### src/rtl/armleocpu_cache_pagefault_check.sv
// Sv32 page fault checker for the cache. Decides, from the current CSR state, the
// command and the TLB-provided PTE flags, whether the access faults. Also provides
// an ASCII reason string and a registered copy of the fault flag.
module armleocpu_cache_pagefault_check (
  input  logic         clk,
  input  logic         rst,

  input  logic         csr_satp_mode_r,
  input  logic         csr_mstatus_mprv,
  input  logic         csr_mstatus_mxr,
  input  logic         csr_mstatus_sum,
  input  logic [1:0]   csr_mstatus_mpp,
  input  logic [1:0]   csr_mcurrent_privilege,

  input  logic [3:0]   os_cmd,
  input  logic [7:0]   tlb_read_metadata,

  output logic         pagefault,
  output logic [239:0] reason,
  output logic         pagefault_r
);

  // Privilege encodings
  localparam logic [1:0] PrivUser       = 2'd0;
  localparam logic [1:0] PrivSupervisor = 2'd1;
  localparam logic [1:0] PrivMachine    = 2'd3;

  // Cache command encodings
  localparam logic [3:0] CacheCmdNone    = 4'd0;
  localparam logic [3:0] CacheCmdExecute = 4'd1;
  localparam logic [3:0] CacheCmdLoad    = 4'd2;
  localparam logic [3:0] CacheCmdStore   = 4'd3;

  // Reason strings: 30 characters, left-justified, space-padded
  localparam logic [239:0] RsnNone         = {"NONE",                 {26{8'h20}}};
  localparam logic [239:0] RsnInvalid      = {"INVALID",              {23{8'h20}}};
  localparam logic [239:0] RsnWriteNoRead  = {"WRITE_WITHOUT_READ",   {12{8'h20}}};
  localparam logic [239:0] RsnNotLeaf      = {"NOT_LEAF",             {22{8'h20}}};
  localparam logic [239:0] RsnSupUserPage  = {"SUPERVISOR_USER_PAGE", {10{8'h20}}};
  localparam logic [239:0] RsnUserSupPage  = {"USER_SUPERVISOR_PAGE", {10{8'h20}}};
  localparam logic [239:0] RsnAccessZero   = {"ACCESS_ZERO",          {19{8'h20}}};
  localparam logic [239:0] RsnDirtyZero    = {"DIRTY_ZERO",           {20{8'h20}}};
  localparam logic [239:0] RsnNotExec      = {"NOT_EXECUTABLE",       {16{8'h20}}};
  localparam logic [239:0] RsnNotWritable  = {"NOT_WRITABLE",         {18{8'h20}}};
  localparam logic [239:0] RsnNotReadable  = {"NOT_READABLE",         {18{8'h20}}};

  // PTE flag decode (G, bit 5, is intentionally unused)
  logic w_v, w_r, w_w, w_x, w_u, w_a, w_d;
  assign w_v = tlb_read_metadata[0];
  assign w_r = tlb_read_metadata[1];
  assign w_w = tlb_read_metadata[2];
  assign w_x = tlb_read_metadata[3];
  assign w_u = tlb_read_metadata[4];
  assign w_a = tlb_read_metadata[6];
  assign w_d = tlb_read_metadata[7];

  logic       w_unused_g;
  assign w_unused_g = tlb_read_metadata[5];

  logic [1:0] w_eff_priv;
  assign w_eff_priv = csr_mstatus_mprv ? csr_mstatus_mpp : csr_mcurrent_privilege;

  logic w_is_load, w_is_store, w_is_exec, w_is_access;
  assign w_is_load   = (os_cmd == CacheCmdLoad);
  assign w_is_store  = (os_cmd == CacheCmdStore);
  assign w_is_exec   = (os_cmd == CacheCmdExecute);
  assign w_is_access = w_is_load || w_is_store || w_is_exec;

  logic w_check_en;
  assign w_check_en = csr_satp_mode_r && (w_eff_priv != PrivMachine) && w_is_access;

  logic w_cmd_none_unused;
  assign w_cmd_none_unused = (os_cmd == CacheCmdNone);

  // Prioritised fault checks; first failing check wins
  always_comb begin
    pagefault = 1'b0;
    reason    = RsnNone;
    if (w_check_en) begin
      if (!w_v) begin
        pagefault = 1'b1;
        reason    = RsnInvalid;
      end else if (!w_r && w_w) begin
        pagefault = 1'b1;
        reason    = RsnWriteNoRead;
      end else if (!w_r && !w_w && !w_x) begin
        pagefault = 1'b1;
        reason    = RsnNotLeaf;
      end else if (w_u && (w_eff_priv == PrivSupervisor) && !csr_mstatus_sum) begin
        pagefault = 1'b1;
        reason    = RsnSupUserPage;
      end else if (!w_u && (w_eff_priv == PrivUser)) begin
        pagefault = 1'b1;
        reason    = RsnUserSupPage;
      end else if (!w_a) begin
        pagefault = 1'b1;
        reason    = RsnAccessZero;
      end else if (w_is_store && !w_d) begin
        pagefault = 1'b1;
        reason    = RsnDirtyZero;
      end else if (w_is_exec && !w_x) begin
        pagefault = 1'b1;
        reason    = RsnNotExec;
      end else if (w_is_store && !w_w) begin
        pagefault = 1'b1;
        reason    = RsnNotWritable;
      end else if (w_is_load && !w_r && !(csr_mstatus_mxr && w_x)) begin
        pagefault = 1'b1;
        reason    = RsnNotReadable;
      end
    end
  end

  logic r_pagefault;

  // Registered fault flag, cleared by synchronous reset
  always_ff @(posedge clk) begin
    if (rst) begin
      r_pagefault <= 1'b0;
    end else begin
      r_pagefault <= pagefault;
    end
  end

  assign pagefault_r = r_pagefault;

endmodule

### config.mk
export PLATFORM = sky130hd
export DESIGN_NAME = armleocpu_cache_pagefault_check
export DESIGN_NICKNAME = d
export VERILOG_FILES = /design/src/rtl/armleocpu_cache_pagefault_check.sv
export SDC_FILE = /design/constraint.sdc
export NUM_CORES = 1
export LEC_CHECK = 0
export CAP_MARGIN = 30
export CORE_AREA = 2 2 102 104
export CTS_CLUSTER_DIAMETER = 40
export CTS_CLUSTER_SIZE = 25
export DETAILED_ROUTE_END_ITERATION = 8
export DIE_AREA = 0 0 104 106
export PLACE_DENSITY = 0.73
export SKIP_CTS_REPAIR_TIMING = 1
export SLEW_MARGIN = 20
export SYNTH_ARGS = -nofsm -noshare
export SYNTH_HDL_FRONTEND = slang
export SYNTH_SLANG_ARGS = --single-unit
### constraint.sdc
create_clock -name clk -period 2.8 [get_ports clk]
set_input_delay 0.28 -clock clk [delete_from_list [all_inputs] [get_ports clk]]
set_output_delay 0.28 -clock clk [all_outputs]
set_load 0.05 [all_outputs]
==> results of run 1 <==
==> final cells by class <==
type | count | area, sq um
fill | 963 | 5260
inverter | 4 | 15.0
multi-input combinational | 301 | 1740
sequential | 1 | 20.0
tap | 136 | 170
timing repair buffer | 197 | 2800
==> final timing paths <==
path | depth (start not counted) | start | end | slack [ps]
worst max-delay path | 9 | csr_mstatus_mprv | reason[145] | 110
worst min-delay path | 2 | rst | pagefault_r$_SDFF_PP0_ | 860
==> kinds of logic after synthesis <==
kind of cell    Yosys count  synth area share, %
flops                     1                0.755
buf+inv                 188                 51.6
mux                       1                0.378
simple gates             75                 19.7
compound gates          103                 27.3
other cells               2                0.283
==> power breakdown <==
part | total (uW) | leakage, uW | internal (uW) | switching [uW]
clock | 0 | 0 | 0 | 0
sequential | 14.9 | 0.00000810 | 14.8 | 0.0929
combinational | 803 | 0.00204 | 192 | 612
==> cell usage in the layout (no fill, tap or decap), types with 2 or more instances in the layout <==
master,count
a211oi_1,6
a211oi_2,3
a21o_1,8
a21oi_1,20
a31oi_1,6
and3b_1,2
buf_12,101
buf_4,75
clkdlybuf4s50_1,21
conb_1,122
inv_1,3
nand2_1,5
nand2b_1,3
nand3_1,7
nand3_2,2
nand4_2,2
nor2_1,21
nor2b_1,4
nor3_1,6
nor4_2,2
nor4b_4,2
o211ai_1,5
o21a_1,8
o21ai_0,13
o21ai_1,12
o21ai_2,3
o31ai_1,4
or2_2,3
or3b_4,2
==> per-layer routing <==
| layer | share of wire (%) | GRT usage [%] | wire length (microns) |
|---|---|---|---|
| met3 | 8.0 | 2.45 | 775 |
| met4 | 0.38 | 0.772 | 37 |
| met2 | 51 | 30.1 | 4910 |
| met1 | 41 | 20.3 | 3960 |
| met5 | 0 | 0 | 0 |
==> metrics by stage <==
stage	TNS, ps	hold WS [ps]	power [uW]	cells	utilization [%]
global placement	0	855	811	639	47.3
detailed placement	0	862	813	639	47.3
finish	0	863	818	639	47.4
floorplan	0	353	735	490	-
CTS	-4.70	865	814	639	47.3
global route	0	874	849	639	47.4
==> results by group, run 1 <==
Floorplanning
  • Die height: 106 microns
  • FP Rows: 37
  • Initial Util: 26.5%
  • Area of the die: 0.0110 sq mm
  • I/O pins: 264
  • Core ar.: 0.0100 sq mm
  • Die Wd: 104 microns

Timing
  • Max_slew headroom: 58.1%
  • RSZ-0062 raised after global routing: false
  • Setup slack after layout: 113 ps
  • Period Utilization, post-route: 96.0%
  • Worst Tran Pin Value: 627 ps
  • Final Setup Violations: 0
  • Final max-slew violation count: 0
  • Final Hold Vio Count: 0
  • Post-layout min period: 2690 ps
  • Max Clk Rate: 372 MHz

Clocking
  • Clock slew at the register clock pins of the worst setup and hold paths: 0 ps

Critical path
  • Slowest Stage Delay on Critical Path: 580 ps
  • Worst setup SP type: input pin
  • CP bufs+invs: 5
  • Worst Path Max Fanout: 18
  • CP cell instances: clkdlybuf4s50_1 > and3b_1 > a31oi_2 > buf_12 > nand4_2 > buf_4 > nor4_2 > buf_4 > buf_12
  • Worst endpoint required time: 2520 ps
  • Top cell family by delay on the critical path: buffers and inverters
  • Critical path class: in -> out
  • Worst path slowest cell: clkdlybuf4s50_1
  • Worst Path Arrival: 2410 ps
  • Crit end category: output pin

Routing
  • DRC violations left: 0
  • Drt wl/cell: 15.2 microns
  • DR iter-0 viols: 132
  • Via density: 4.16
  • 1st-pass router iterations: 4
  • Vias: 2,656
  • Final WL: 9680 microns
  • Antenna viol nets, final: 0

Global routing
  • GRT overflow: 0
  • Largest net degree at the start of global routing: 24
  • Vias in the first global route: 2,509
  • Initial antenna violation count: 0
  • Gr usage total: 16.1%
  • Global-route wire length before repair: 14,400 microns

Layout
  • Max reg flops: 1
  • Area Growth Syn to Fin: 78.8%
  • Antenna cells: 0
  • Nets: 527
  • Share of cells above drive strength 1: 42.1%
  • Finished Cell Area: 0.00474 sq mm

Yosys
  • Sequential cell area fraction in the yosys report: 0.755%
  • Cells after synthesis: 370
  • Top cells by instance count after synthesis: buf_4, nor2_1, a21oi_1
  • Avg Inst Size Synth: 7.16 sq um
  • Cell taking the most area after synthesis: buf_4
  • Dominant synthesized flop cell: dfxtp_1
  • Most common cell in the netlist: buf_4
  • Post-synth top area share: 47.3%
  • Register bit total from synthesis: 1
  • Yosys warns: 0
  • Netlist cell types: 59
  • Synth top area cells: buf_4, a21oi_1, o21ai_0
  • Ys async rst share: 0%
  • Number of flops mapped to enable cells by yosys: 0
  • Synthesized area: 0.00265 sq mm

Power and ir drop
  • Leak: 0.00205 uW
  • Max IR drop VDD: 0.0000960 V
  • Pwr per Cell Area: 173 mW/mm^2

Min path
  • Worst min path class: in -> reg

Status
  • Status: completed

Place
  • Final Wtd Congestion: 0.868
  • Setup Slack @ Placement: 4.12 ps
  • DP Area: 0.00473 sq mm
  • IO Port Bufs: 140
  • DPL Wire Length: 8400 microns

Flow run
  • # Max-Cap Violations: 0
No activity file was read; power rests on OpenSTA's default activity.
==> run 2: changes to the inputs <==
Settings changed: CORE_AREA 2 2 102 104 to 4 4 101 103, DIE_AREA 0 0 104 106 to 0 0 105 107, PLACE_DENSITY 0.73 to 0.77.
==> run 2 against run 1 <==
Combinational power increased by 0.6%. Critical path depth unchanged. Worst hold slack got worse by 8.6 ps. Setup slack improved by 8.8 ps. Sequential power about the same. Highest routed layer unchanged.
==> results by group, run 2 (synthesized netlist as in run 1, its figures left out) <==
Status
  • Status: completed (unchanged)

Timing
  • Post-route setup TNS: 0 ps (unchanged)
  • Final Hold Vio Count: 0 (unchanged)
  • Setup slack after layout: 122 ps (was 113 ps)
  • RSZ-0062 raised after global routing: false (unchanged)
  • Final max-slew violation count: 0 (unchanged)
  • Period Utilization, post-route: 95.7% (was 96.0%)
  • Worst hold margin: 854 ps (was 863 ps)
  • Worst Tran Pin Value: 680 ps (was 627 ps)
  • Max_slew headroom: 54.3% (was 58.1%)
  • Final Setup Violations: 0 (unchanged)
  • Post-layout min period: 2680 ps (was 2690 ps)
  • Max Clk Rate: 373 MHz (was 372 MHz)

Floorplanning
  • I/O pins: 264 (unchanged)
  • Die Wd: 105 microns (was 104 microns)
  • Die height: 107 microns (was 106 microns)
  • Area of the die: 0.0112 sq mm (was 0.0110 sq mm)
  • FP Rows: 35 (was 37)
  • Core ar.: 0.00920 sq mm (was 0.0100 sq mm)
  • Initial Util: 28.8% (was 26.5%)

Critical path
  • Worst setup SP type: input pin (unchanged)
  • Crit end category: output pin (unchanged)
  • Critical path class: in -> out (unchanged)
  • Worst Path Max Fanout: 7 (was 18)
  • Worst Path Arrival: 2400 ps (was 2410 ps)
  • Worst endpoint required time: 2520 ps (about the same)

Routing
  • Via density: 4.36 (was 4.16)
  • Antenna viol nets, final: 0 (unchanged)
  • Final WL: 9990 microns (was 9680 microns)
  • DRC violations left: 0 (unchanged)
  • DR iter-0 viols: 116 (was 132)
  • Vias: 2,704 (was 2,656)
  • 1st-pass router iterations: 4 (unchanged)
  • Drt wl/cell: 16.1 microns (was 15.2 microns)

Global routing
  • GRT overflow: 0 (unchanged)
  • Initial antenna violation count: 0 (unchanged)
  • Global-route wire length before repair: 14,700 microns (was 14,400 microns)
  • Largest net degree at the start of global routing: 16 (was 24)
  • Vias in the first global route: 2,588 (was 2,509)
  • Gr usage total: 15.8% (was 16.1%)

Layout
  • Area Growth Syn to Fin: 78.8% (unchanged)
  • Share of cells above drive strength 1: 42.8% (was 42.1%)
  • Antenna cells: 0 (unchanged)
  • Finished Cell Area: 0.00474 sq mm (unchanged)
  • Max reg flops: 1 (unchanged)
  • Most frequent cells in the layout: conb_1, buf_12, buf_4 (unchanged)
  • Nets: 533 (was 527)
  • Most common cell after layout, fill and taps aside: conb_1 (unchanged)

Place
  • Final Wtd Congestion: 0.877 (was 0.868)
  • DPL Wire Length: 8840 microns (was 8400 microns)
  • DP Area: 0.00472 sq mm (was 0.00473 sq mm)
  • Setup Slack @ Placement: -16.3 ps (was 4.12 ps)
  • IO Port Bufs: 140 (unchanged)

Power and ir drop
  • Pwr per Cell Area: 174 mW/mm^2 (was 173 mW/mm^2)
  • Final Power: 823 uW (was 818 uW)
  • Leak: 0.00209 uW (was 0.00205 uW)
  • Max IR drop VDD: 0.000103 V (was 0.0000960 V)

Min path
  • Worst min path class: in -> reg (unchanged)

Clocking
  • Clock slew at the register clock pins of the worst setup and hold paths: 0 ps (about the same)

Flow run
  • # Max-Cap Violations: 0 (unchanged)
==> run 2: final cells by class <==
type                    count  area (sq um)
fillers                   869          4460
inverters                   4          15.0
multi-input cells         301          1730
flip-flops and latches      1          20.0
well taps                 111           139
repair buffers            203          2830
==> run 2: layer usage <==
| layer | up-vias | GRT usage, % | share of wire [%] |
|---|---|---|---|
| met3 | 10 | 2.53 | 9.0 |
| met4 | 0 | 3.28 | 1.3 |
| met1 | 1239 | 18.5 | 37 |
| met2 | 173 | 30.1 | 52 |
| li1 | 1282 | - | - |
| met5 | - | 0 | 0 |
==> run 2: per-stage QoR <==
step | utilization (%) | cells
final | 51.5 | 620
after global routing | 51.5 | 620
after CTS | 51.3 | 619
after detailed placement | 51.3 | 619
after global placement | 51.3 | 619
after floorplan | - | 490
==> run 2: critical path: stages <==
cell,delay (ps)
clkdlybuf4s50_1,560
nor4_2,50
buf_4,150
or2_1,240
buf_4,180
nor4_4,270
buf_4,200
a21o_1,290
buf_12,180
==> run 2: path summary, 6_finish.rpt <==
check | startpoint | endpoint | cells past startpoint
worst max-delay path | tlb_read_metadata[4] | reason[205] | 9
worst min-delay path | rst | pagefault_r$_SDFF_PP0_ | 2
==> run 2: power breakdown <==
group	internal, uW	switching (uW)
logic	194	614
clock network	0	0
registers	14.8	0.0771
total	209	614
==> run 3: changes to the inputs <==
Settings changed: CORE_AREA 4 4 101 103 to 2 2 102 104, DIE_AREA 0 0 105 107 to 0 0 104 106, PLACE_DENSITY 0.77 to 0.73.
==> results of run 3 <==
No change in the layout: final DEF, timing and power equal those of run 1.
